## src/rtl/truth_table_sweeper.sv

```systemverilog
// truth_table_sweeper: exhaustive stimulus engine for a small combinational
// circuit. Walks every input vector in ascending order, holds each one for a
// programmable settle time, compares DUT against reference output and reports
// pass, mismatch count and the first failing vector.
module truth_table_sweeper #(
    parameter int N_IN   = 2,
    parameter int M_OUT  = 1,
    parameter int SETTLE = 1
) (
    input  logic              clk,
    input  logic              rst_n,
    input  logic              start,
    input  logic              abort,
    output logic [N_IN-1:0]   x,
    input  logic [M_OUT-1:0]  z_dut,
    input  logic [M_OUT-1:0]  z_ref,
    output logic              busy,
    output logic              done,
    output logic              pass,
    output logic [N_IN:0]     err_count,
    output logic [N_IN-1:0]   first_err,
    output logic              first_err_valid
);

    typedef enum logic [1:0] {
        IDLE,
        HOLD,
        CHECK,
        FIN
    } state_t;

    localparam int                CW          = (SETTLE > 1) ? $clog2(SETTLE) : 1;
    localparam logic [CW-1:0]     SETTLE_LAST = CW'(SETTLE - 1);
    localparam logic [N_IN-1:0]   LAST_VEC    = '1;

    state_t          state;
    state_t          state_nx;
    logic [CW-1:0]   settle_cnt;
    logic            mismatch;

    // x doubles as the vector counter: it is zero whenever the sweeper is idle
    // and equals the current vector in HOLD/CHECK. 4-state inequality makes an
    // X/Z on either side count as a mismatch in simulation.
    assign mismatch = (z_dut !== z_ref);

    // Next-state logic for the sweep sequencer.
    always_comb begin
        // NOTE: default assigned first so every path drives state_nx and no latch is inferred.
        state_nx = state;
        unique case (state)
            IDLE:  if (start && !abort) state_nx = HOLD;
            HOLD: begin
                if (abort)                          state_nx = IDLE;
                else if (settle_cnt == SETTLE_LAST) state_nx = CHECK;
            end
            CHECK: begin
                if (abort)              state_nx = IDLE;
                else if (x == LAST_VEC) state_nx = FIN;
                else                    state_nx = HOLD;
            end
            FIN:   state_nx = IDLE;
            default: state_nx = IDLE;
        endcase
    end

    // State register plus registered outputs and sweep bookkeeping.
    always_ff @(posedge clk or negedge rst_n) begin
        if (!rst_n) begin
            state           <= IDLE;
            settle_cnt      <= '0;
            x               <= '0;
            busy            <= 1'b0;
            done            <= 1'b0;
            pass            <= 1'b0;
            err_count       <= '0;
            first_err       <= '0;
            first_err_valid <= 1'b0;
        end else begin
            // NOTE: non-blocking assignments so every register samples pre-edge values.
            state <= state_nx;
            busy  <= (state_nx != IDLE);
            done  <= (state_nx == FIN);
            unique case (state)
                IDLE: begin
                    // Results of the previous sweep are held until a start is accepted.
                    if (start && !abort) begin
                        x               <= '0;
                        settle_cnt      <= '0;
                        pass            <= 1'b0;
                        err_count       <= '0;
                        first_err       <= '0;
                        first_err_valid <= 1'b0;
                    end
                end
                HOLD: begin
                    if (abort) begin
                        x    <= '0;
                        pass <= 1'b0;
                    end else if (settle_cnt == SETTLE_LAST) begin
                        settle_cnt <= '0;
                    end else begin
                        settle_cnt <= settle_cnt + CW'(1);
                    end
                end
                CHECK: begin
                    if (abort) begin
                        // Partial err_count/first_err are kept for inspection.
                        x    <= '0;
                        pass <= 1'b0;
                    end else begin
                        if (mismatch) begin
                            err_count <= err_count + (N_IN+1)'(1);
                            if (!first_err_valid) begin
                                first_err       <= x;
                                first_err_valid <= 1'b1;
                            end
                        end
                        if (x == LAST_VEC) begin
                            // Final verdict is registered on entry to FIN so it is
                            // valid in the same cycle as done.
                            x    <= '0;
                            pass <= (err_count == '0) && !mismatch;
                        end else begin
                            x <= x + N_IN'(1);
                        end
                    end
                end
                FIN: begin
                    // Abort is ignored here; the sweep has already completed.
                end
                default: begin
                end
            endcase
        end
    end

endmodule
```

## config.mk

```make
export PLATFORM = sky130hd
export DESIGN_NAME = truth_table_sweeper
export DESIGN_NICKNAME = d
export VERILOG_FILES = /design/src/rtl/truth_table_sweeper.sv
export SDC_FILE = /design/constraint.sdc
export NUM_CORES = 1
export LEC_CHECK = 0
export CAP_MARGIN = 20
export CORE_MARGIN = 5
export CORE_UTILIZATION = 45
export DETAILED_ROUTE_END_ITERATION = 16
export MAX_ROUTING_LAYER = met4
export PLACE_DENSITY = 0.75
export SYNTH_ARGS = -nofsm -noshare
export SYNTH_HDL_FRONTEND = slang
export SYNTH_SLANG_ARGS = --single-unit
```

## constraint.sdc

```tcl
create_clock -name clk -period 3.25 [get_ports clk]
set_clock_uncertainty 0.05 [all_clocks]
set_input_delay 0.4875 -clock clk [delete_from_list [all_inputs] [get_ports clk]]
set_output_delay 0.4875 -clock clk [all_outputs]
set_load 0.005 [all_outputs]
```

==> flow_metrics.tcl, run 1 <==
set metrics [dict create \
    crit_slowest_cell "clkdlybuf4s50_1" \
    cts_tree "done" \
    holdPathEnd "first_err_valid$_DFFE_PN0P_" \
    max_freq_ghz 0.4957 \
    crit_start "abort" \
    synth_top_area_share_pct 50.00 \
    slew-limit-headroom_pct 60.92 \
    root_buffer "clkbuf_4" \
    routed_wl_um 1188 \
    syn_area_um2 650.6 \
    fin_tns_setup_ps 0 \
    ys_top_cells_by_count "13 x dfrtp_1, 7 x inv_1, 7 x nand2_1" \
    async_flop_share_pct 100.0 \
    vias 498 \
    total_power_mw 0.3184 \
    setup_slack_ps 1233 \
    die_y_um 48.03 \
    path_class "in2reg" \
    ioPinCount 17 \
    syn_avg_cell_area_um2 10.17 \
    ys_types 24 \
    whs_path_depth 2 \
    grt_max_degree 14 \
    crit_chain "clkdlybuf4s50_1, nor3b_1, nand2b_1, a311o_1" \
    coreArea_um2 1334 \
    ys_ff_latch 13 \
    slew_viol_final 0 \
    dr.pass1.iters 4 \
    clk_transition_reported_paths_ps 80 \
    hold_violations 0 \
    nets 91 \
    fin_crit_ps 2017 \
    timing.max_cap.violations 0 \
    hold_class "reg2reg" \
    ys_seq_area_share_pct 50.00 \
    drt-initial-drc-count 7 \
    synth.most_common_cell "dfrtp_1" \
    critical_path.top_delay_family "simple AND/OR/NAND/NOR gates" \
    rsz0062_at_grt "no" \
    path_buf_inv 1 \
    drc 0 \
    ys.flop_type "dfrtp_1" \
    timing.rr.end "err_count[2]$_DFFE_PN0P_" \
    start_util_pct 48.78 \
    power_leakage_nw 0.3639 \
    finalSetupViolations 0 \
    tightestPinTransition_ps 584.4 \
    syn_to_final_growth_pct 28.27 \
    critPathLaunchType "input port" \
    finalWeightedCongestion 0.8737 \
    period_share_pct 62.08 \
    clk_latency_ps 280 \
    worstHoldStart "first_err_valid$_DFFE_PN0P_" \
    crit_arrival_ps 2120 \
    fillCellCount 117 \
    crit_fanout 9 \
    hold_buffers 0 \
    synth_area_leaders "dfrtp_1 50%, ha_1 5.8%, inv_1 4.0%" \
    power.density_nw_per_um2 381.6 \
    synthCells 64 \
    grt_antenna_before_repair 0 \
    synth_edf_count 0 \
    grt_pass1_wl_um 1994 \
    synth_nets 73 \
    ir_worst_vdd_mv 0.2341 \
    postPlaceCellArea_um2 808.3 \
    hpwl_um 907 \
    cp-end-kind "flop" \
    fp.dieW_um 48.03 \
    port_buffers 16 \
    grt_pass1_vias 457 \
    drtAntennaViolNets 0 \
    cts_buffers 3 \
    clk_path_buf_depth 2 \
    place_ws_ps 994.7 \
    drive_gt1_share_pct 8.642 \
    max_stage_delay_ps 530 \
    htreeDepth 1 \
    cts_resized 0 \
    postCtsSetupBuffers 0 \
    grt-ovfl-total 0 \
    viasPerCell 5.188 \
    outcome "complete, no violations" \
    cts.sinks 13 \
    antenna_cells 0 \
    worst-endpoint-required_ps 3350 \
    rows 13 \
    wl_per_cell_um 12.38 \
    stdcell_area_um2 834.6 \
    r2r-start "state[0]$_DFF_PN0_" \
    synth_top_area_cell "dfrtp_1" \
    yosys_warnings 0 \
    rrSetupSlack_ps 1560 \
    grt.total_usage_pct 12.90 \
    design.die.area_um2 2306 \
    rr_worst_depth 3 \
]
==> cells by family after synthesis <==
kind of cell,count (synthesis),share of synthesized area (%)
and+or+nand+nor,23,19.81
DFF,13,50.00
AOI/OAI and AO/OA,12,12.69
buffers and inverters,10,7.308
adders and majority gates,3,5.770
muxes,2,3.077
xor gates and xnor gates,1,1.346
==> area by class of cell <==
| class | instances | area [um^2] | share of cell area [%] |
|---|---|---|---|
| multi-input cells | 41 | 277.8 | 33.28 |
| repair buffers | 16 | 160.2 | 19.19 |
| inverters | 7 | 26.28 | 3.148 |
| clock buffers | 4 | 26.28 | 3.148 |
| flip-flops and latches | 13 | 325.3 | 38.98 |
| well taps | 15 | 18.77 | 2.249 |
==> registers in the layout, indices dropped and copies added (netlist names) <==
signal / cells
done: 1
busy: 1
pass: 1
first_err: 2
first_err_valid: 1
x: 2
err_count: 3
state: 2
==> placed cells by master, fill, tap and decap left out, drive strengths merged <==
cell           instances
nor2                   3
inv                    7
ha                     3
nand3                  4
or3                    1
o311a                  1
a22o                   2
mux2i                  2
nor3                   1
nand2b                 2
nand4b                 1
and2                   1
clkbuf                 4
a21oi                  2
a21o                   1
nor3b                  3
a311o                  1
xnor2                  1
clkdlybuf4s50         16
nand2                  7
o21ai                  5
dfrtp                 13
==> worst max path at each step <==
| stage | endpoint | cells after the start |
|---|---|---|
| CTS | err_count[2]$_DFFE_PN0P_ | 4 |
| global placement | err_count[2]$_DFFE_PN0P_ | 4 |
| detailed placement | err_count[2]$_DFFE_PN0P_ | 4 |
| global route | first_err[1]$_DFFE_PN0P_ | 5 |
| floorplan | err_count[2]$_DFFE_PN0P_ | 5 |
| finish | err_count[2]$_DFFE_PN0P_ | 4 |
==> routing by layer <==
layer | share of wire (%) | global-route usage (%)
met1 | 46 | 17.09
met2 | 43 | 18.73
met3 | 9.4 | 2.256
met4 | 1.7 | 6.452
met5 | 0 | -
==> metrics by stage <==
step / utilization (%) / std cells / hold WS, ps
2_1_floorplan: - / 64 / 141.9
3_3_place_gp: 60.60 / 92 / 459.9
3_5_place_dp: 60.60 / 92 / 462.7
4_1_cts: 62.57 / 96 / 481.5
5_1_grt: 62.57 / 96 / 517.5
6_report: 62.57 / 96 / 474.0
==> worst min-delay path, delay by kind of cell, from the launching register on <==
family	cells	cell delay, ps
AND/OR/NAND/NOR	2	120
flip-flops	1	380
==> power by group <==
group	switching, mW	internal, mW
logic	0.0200	0.0245
clock network	0.0514	0.0476
registers	0.00682	0.168
total	0.0782	0.240
Note: power is estimated with default switching activity, not from simulation.
==> run 2: changes to the inputs <==
--- a/config.mk
+++ b/config.mk
@@ -7,10 +7,10 @@
 export LEC_CHECK = 0
 export CAP_MARGIN = 20
 export CORE_MARGIN = 5
-export CORE_UTILIZATION = 45
+export CORE_UTILIZATION = 41
 export DETAILED_ROUTE_END_ITERATION = 16
 export MAX_ROUTING_LAYER = met4
-export PLACE_DENSITY = 0.75
+export PLACE_DENSITY = 0.72
 export SYNTH_ARGS = -nofsm -noshare
 export SYNTH_HDL_FRONTEND = slang
 export SYNTH_SLANG_ARGS = --single-unit
==> constraint.sdc (replaced) <==
create_clock -name clk -period 1.6 [get_ports clk]
set_clock_uncertainty 0.05 [all_clocks]
set_input_delay 0.24 -clock clk [delete_from_list [all_inputs] [get_ports clk]]
set_output_delay 0.24 -clock clk [all_outputs]
set_load 0.005 [all_outputs]
==> run 2 against run 1 <==
Largest power group unchanged. Total power rose by 110%. Largest cell class unchanged. Highest routed layer unchanged. Non-clock buffer count increased by 7. Critical path type is now reg2out. Core utilization shrank 3.3 points. Critical path depth decreased by 3. Setup slack worse by 1100 ps. Design area grew 7.0%. Combinational power grew 130%. Clock power is 100% higher. Global-route usage is 0.18 points lower.
==> flow_metrics.tcl, run 2 (synthesis gave the netlist of run 1 again) <==
set metrics [dict create \
    outcome "complete, no violations" \
    slew-limit-headroom_pct 80.89 \
    crit_chain "clkdlybuf4s50_1" \
    nets 98 \
    tightestPinTransition_ps 283.7 \
    fin_crit_ps 1505 \
    critical_path.top_delay_family "buffers and inverters" \
    drtAntennaViolNets 0 \
    cts_buffers 3 \
    die_y_um 49.84 \
    grt_max_degree 14 \
    drive_gt1_share_pct 17.05 \
    crit_slowest_cell "clkdlybuf4s50_1" \
    fp.dieW_um 49.84 \
    cts.sinks 13 \
    rows 14 \
    antenna_cells 0 \
    design.die.area_um2 2484 \
    grt_pass1_vias 530 \
    clk_transition_reported_paths_ps 80 \
    crit_arrival_ps 1220 \
    final_common_cell "clkdlybuf4s50_1" \
    grt-ovfl-total 0 \
    largest_reg_flops 3 \
    period_share_pct 94.08 \
    crit_fanout 5 \
    fin_tns_setup_ps 0 \
    power.density_nw_per_um2 738.3 \
    dr.pass1.iters 4 \
    final_cell_mix "16 x clkdlybuf4s50_1, 13 x dfrtp_1, 7 x inv_1, 7 x nand2_1, 7 x buf_4" \
    vias 536 \
    port_buffers 16 \
    grt_pass1_wl_um 2380 \
    path_buf_inv 1 \
    slew_viol_final 0 \
    finalSetupViolations 0 \
    drc 0 \
    max_stage_delay_ps 520 \
    cts_tree "done" \
    wl_per_cell_um 12.58 \
    timing.max_cap.violations 0 \
    clk_path_buf_depth 2 \
    syn_to_final_growth_pct 37.31 \
    htreeDepth 1 \
    critPathLaunchType "flop" \
    viasPerCell 5.154 \
    ioPinCount 17 \
    root_buffer "clkbuf_4" \
    drt-initial-drc-count 5 \
    path_class "reg2out" \
    power_leakage_nw 0.4000 \
    postCtsSetupBuffers 0 \
    finalWeightedCongestion 0.7399 \
    grt_antenna_before_repair 0 \
    grt.total_usage_pct 12.72 \
    top_register "err_count" \
    rsz0062_at_grt "no" \
    cp-end-kind "output pin" \
    hpwl_um 1035 \
    clk_latency_ps 280 \
    max_freq_ghz 0.6643 \
    ir_worst_vdd_mv 0.3739 \
    hold_class "in2async" \
    worst-endpoint-required_ps 1310 \
    total_power_mw 0.6595 \
    hold_violations 0 \
    routed_wl_um 1308 \
    start_util_pct 43.19 \
    coreArea_um2 1506 \
]
## run 2: worst paths after layout
path,slack (ps),end,startpoint,cells past startpoint
worst max-delay path,90,x[0],x[0]$_DFFE_PN0P_,1
worst min-delay path,210,x[0]$_DFFE_PN0P_,rst_n,2
min in group clk,480,first_err[1]$_DFFE_PN0P_,first_err[1]$_DFFE_PN0P_,2
worst min register to register,480,first_err[1]$_DFFE_PN0P_,first_err[1]$_DFFE_PN0P_,2
worst max register to register,140,err_count[2]$_DFFE_PN0P_,state[0]$_DFF_PN0_,3
max in group asynchronous,1120,err_count[0]$_DFFE_PN0P_,rst_n,2
## run 2: metrics by stage
step / hold WS, ps / instances / instance area [um^2] / util (%) / worst slack, ps
detailed placement: 468.7 / 100 / 862.1 / 57.23 / -145.7
finish: 212.8 / 104 / 893.4 / 59.30 / 94.71
global route: 232.5 / 104 / 893.4 / 59.30 / 20.81
floorplan: -105.6 / 64 / 650.6 / - / 148.5
CTS: 214.4 / 104 / 888.4 / 58.97 / 74.73
global placement: 460.8 / 100 / 862.1 / 57.23 / -132.2
## run 2: worst reg2reg max path, cell delays in order (launching register included)
cell	delay [ps]
dfrtp_1	400
buf_4	160
or3_1	390
a311o_1	350
## run 2: where the power goes
part | switching (mW) | internal (mW)
logic | 0.0450 | 0.0582
registers | 0.0133 | 0.342
clock network | 0.105 | 0.0967
total | 0.163 | 0.497
## run 2: timing repair
item,4_1_cts,5_1_grt
hold buffers,0,0
gates resized for setup,0,1
endpoints found under the setup margin,0,4
## run 2: final cells by class
| type | instances | area, um^2 |
|---|---|---|
| clock buffer | 4 | 26.28 |
| fill | 139 | 613.1 |
| inverter | 7 | 26.28 |
| multi-input combinational | 41 | 282.8 |
| sequential | 13 | 325.3 |
| tap | 16 | 20.02 |
| timing repair buffer | 23 | 212.7 |
## run 2: metal layers
layer,share of wire [%],GRT usage (%),routed length (um)
met3,8.6,6.024,113
met1,43,15.23,568
met4,1.4,5.240,18
met5,0,-,0
met2,46,18.22,608
==> run 3: changes to the inputs <==
==> constraint.sdc (replaced) <==
create_clock -name clk -period 1.3 [get_ports clk]
set_clock_uncertainty 0.05 [all_clocks]
set_input_delay 0.195 -clock clk [delete_from_list [all_inputs] [get_ports clk]]
set_output_delay 0.195 -clock clk [all_outputs]
set_load 0.005 [all_outputs]
==> run 3 against run 2 <==
The flow now finishes with violations (setup timing). Combinational power up 66%. Sequential power rose by 21%. Sequential cell count unchanged. First-iteration DRC count is 140% higher. Total power increased by 29%. Setup slack worse by 170 ps. Global-route usage increased by 1.5 points. Cell count is 15% higher. Via count increased by 13%. Sequential share of layout area down 5.4 points. Routed wire length is 19% higher. Design area rose by 17%. Critical endpoint is now err_count[2]$_DFFE_PN0P_.
==> flow_metrics.tcl, run 3 (synthesis gave the netlist of run 1 again) <==
set metrics [dict create \
    outcome "complete, but fails checks" \
    failed_checks "setup timing" \
    hpwl_um 1114 \
    start_util_pct 43.19 \
    viasPerCell 5.025 \
    drive_gt1_share_pct 38.46 \
    worst-endpoint-required_ps 1400 \
    fillCellCount 122 \
    fin_crit_ps 1375 \
    grt_antenna_before_repair 0 \
    place_ws_ps -432.7 \
    coreArea_um2 1506 \
    port_buffers 16 \
    period_share_pct 105.7 \
    rsz0062_at_grt "yes" \
    largest_reg_flops 3 \
    grt_pass1_wl_um 2642 \
    fin_util_pct 69.52 \
    clk_transition_reported_paths_ps 80 \
    grt_max_degree 14 \
    rows 14 \
    routed_wl_um 1551 \
    hold_class "in2async" \
    multiInputGateArea_um2 321.6 \
    final_cell_mix "20 x buf_4, 13 x dfrtp_1, 13 x dlygate4sd2_1" \
    final_common_cell "buf_4" \
    tightestPinTransition_ps 259.7 \
    wl_per_cell_um 12.93 \
    setup_slack_ps -74.73 \
    path_class "reg2reg" \
    hold_violations 0 \
    ir_worst_vdd_mv 0.5542 \
    fp.dieW_um 49.84 \
    dr.pass1.iters 4 \
    seq_area_um2 325.3 \
    cts.sinks 13 \
    crit_arrival_ps 1480 \
    syn_to_final_growth_pct 60.96 \
    total_power_mw 0.8530 \
    die_y_um 49.84 \
    power_leakage_nw 0.5462 \
    cts_buffers 3 \
    cts_tree "done" \
    drc 0 \
    timing.max_cap.violations 0 \
    grt.total_usage_pct 14.21 \
    clk_latency_ps 270 \
    htreeDepth 1 \
    drt-initial-drc-count 12 \
    slew-limit-headroom_pct 82.50 \
    vias 603 \
    power.density_nw_per_um2 814.5 \
    antenna_cells 0 \
    drtAntennaViolNets 0 \
    critPathLaunchType "flop" \
    root_buffer "clkbuf_4" \
    design.die.area_um2 2484 \
    top_register "err_count" \
    cp-end-kind "flop" \
    clk_path_buf_depth 2 \
    grt-ovfl-total 0 \
    crit_fanout 4 \
    nets 114 \
    finalWeightedCongestion 0.8976 \
    grt_pass1_vias 606 \
    finalSetupViolations 4 \
    slew_viol_final 0 \
    ioPinCount 17 \
    max_freq_ghz 0.7274 \
]
[run 3: power breakdown]
part           internal, mW  switching (mW)
registers             0.420          0.0109
logic                0.0966          0.0747
clock network         0.119           0.132
total                 0.636           0.217
[run 3: final cells by class]
type,instances,area share (%)
inverters,7,2.509
clock buffers,4,2.509
repair buffers,39,31.30
flip-flops and latches,13,31.06
multi-input cells,41,30.70
well taps,16,1.912
[run 3: metrics by stage]
step	cells	setup TNS, ps	hold slack (ps)	instance area [um^2]
after floorplan	64	-44.56	-150.6	659.4
after global placement	106	-2908	459.1	912.1
after detailed placement	106	-3182	472.1	912.1
after CTS	117	-19.57	184.9	997.2
after global routing	120	-564.5	198.9	1047
final	120	-133.4	172.7	1047
[run 3: path summary, 6_finish.rpt]
kind | cells after the start | from | to | slack, ps
worst max-delay path | 3 | state[0]$_DFF_PN0_ | err_count[2]$_DFFE_PN0P_ | -70
worst min-delay path | 2 | rst_n | done$_DFF_PN0_ | 170
worst max register to register | 3 | state[0]$_DFF_PN0_ | err_count[2]$_DFFE_PN0P_ | -70
worst min register to register | 2 | first_err[0]$_DFFE_PN0P_ | first_err[0]$_DFFE_PN0P_ | 500
max in group asynchronous | 2 | rst_n | first_err[0]$_DFFE_PN0P_ | 860
min in group clk | 3 | abort | state[1]$_DFF_PN0_ | 390
[run 3: metal layers]
metal	GRT usage, %	wire (um)	up-vias
met5	-	0	-
met4	6.987	29	0
met3	4.217	74	4
met2	23.31	812	14
met1	15.49	634	287
li1	-	-	298
[run 3: critical path, cell delays in order, from the launching register on]
cell and delay (ps):
dfrtp_1 420, buf_6 140, or3_4 350, a311o_1 290
[run 3: timing repair]
item,4_1_cts,5_1_grt
cloned,0,0
hold buffers,0,0
setup endpoints to repair,19,8
pin swaps,1,5
gates resized for setup,22,9
setup buffers,7,3
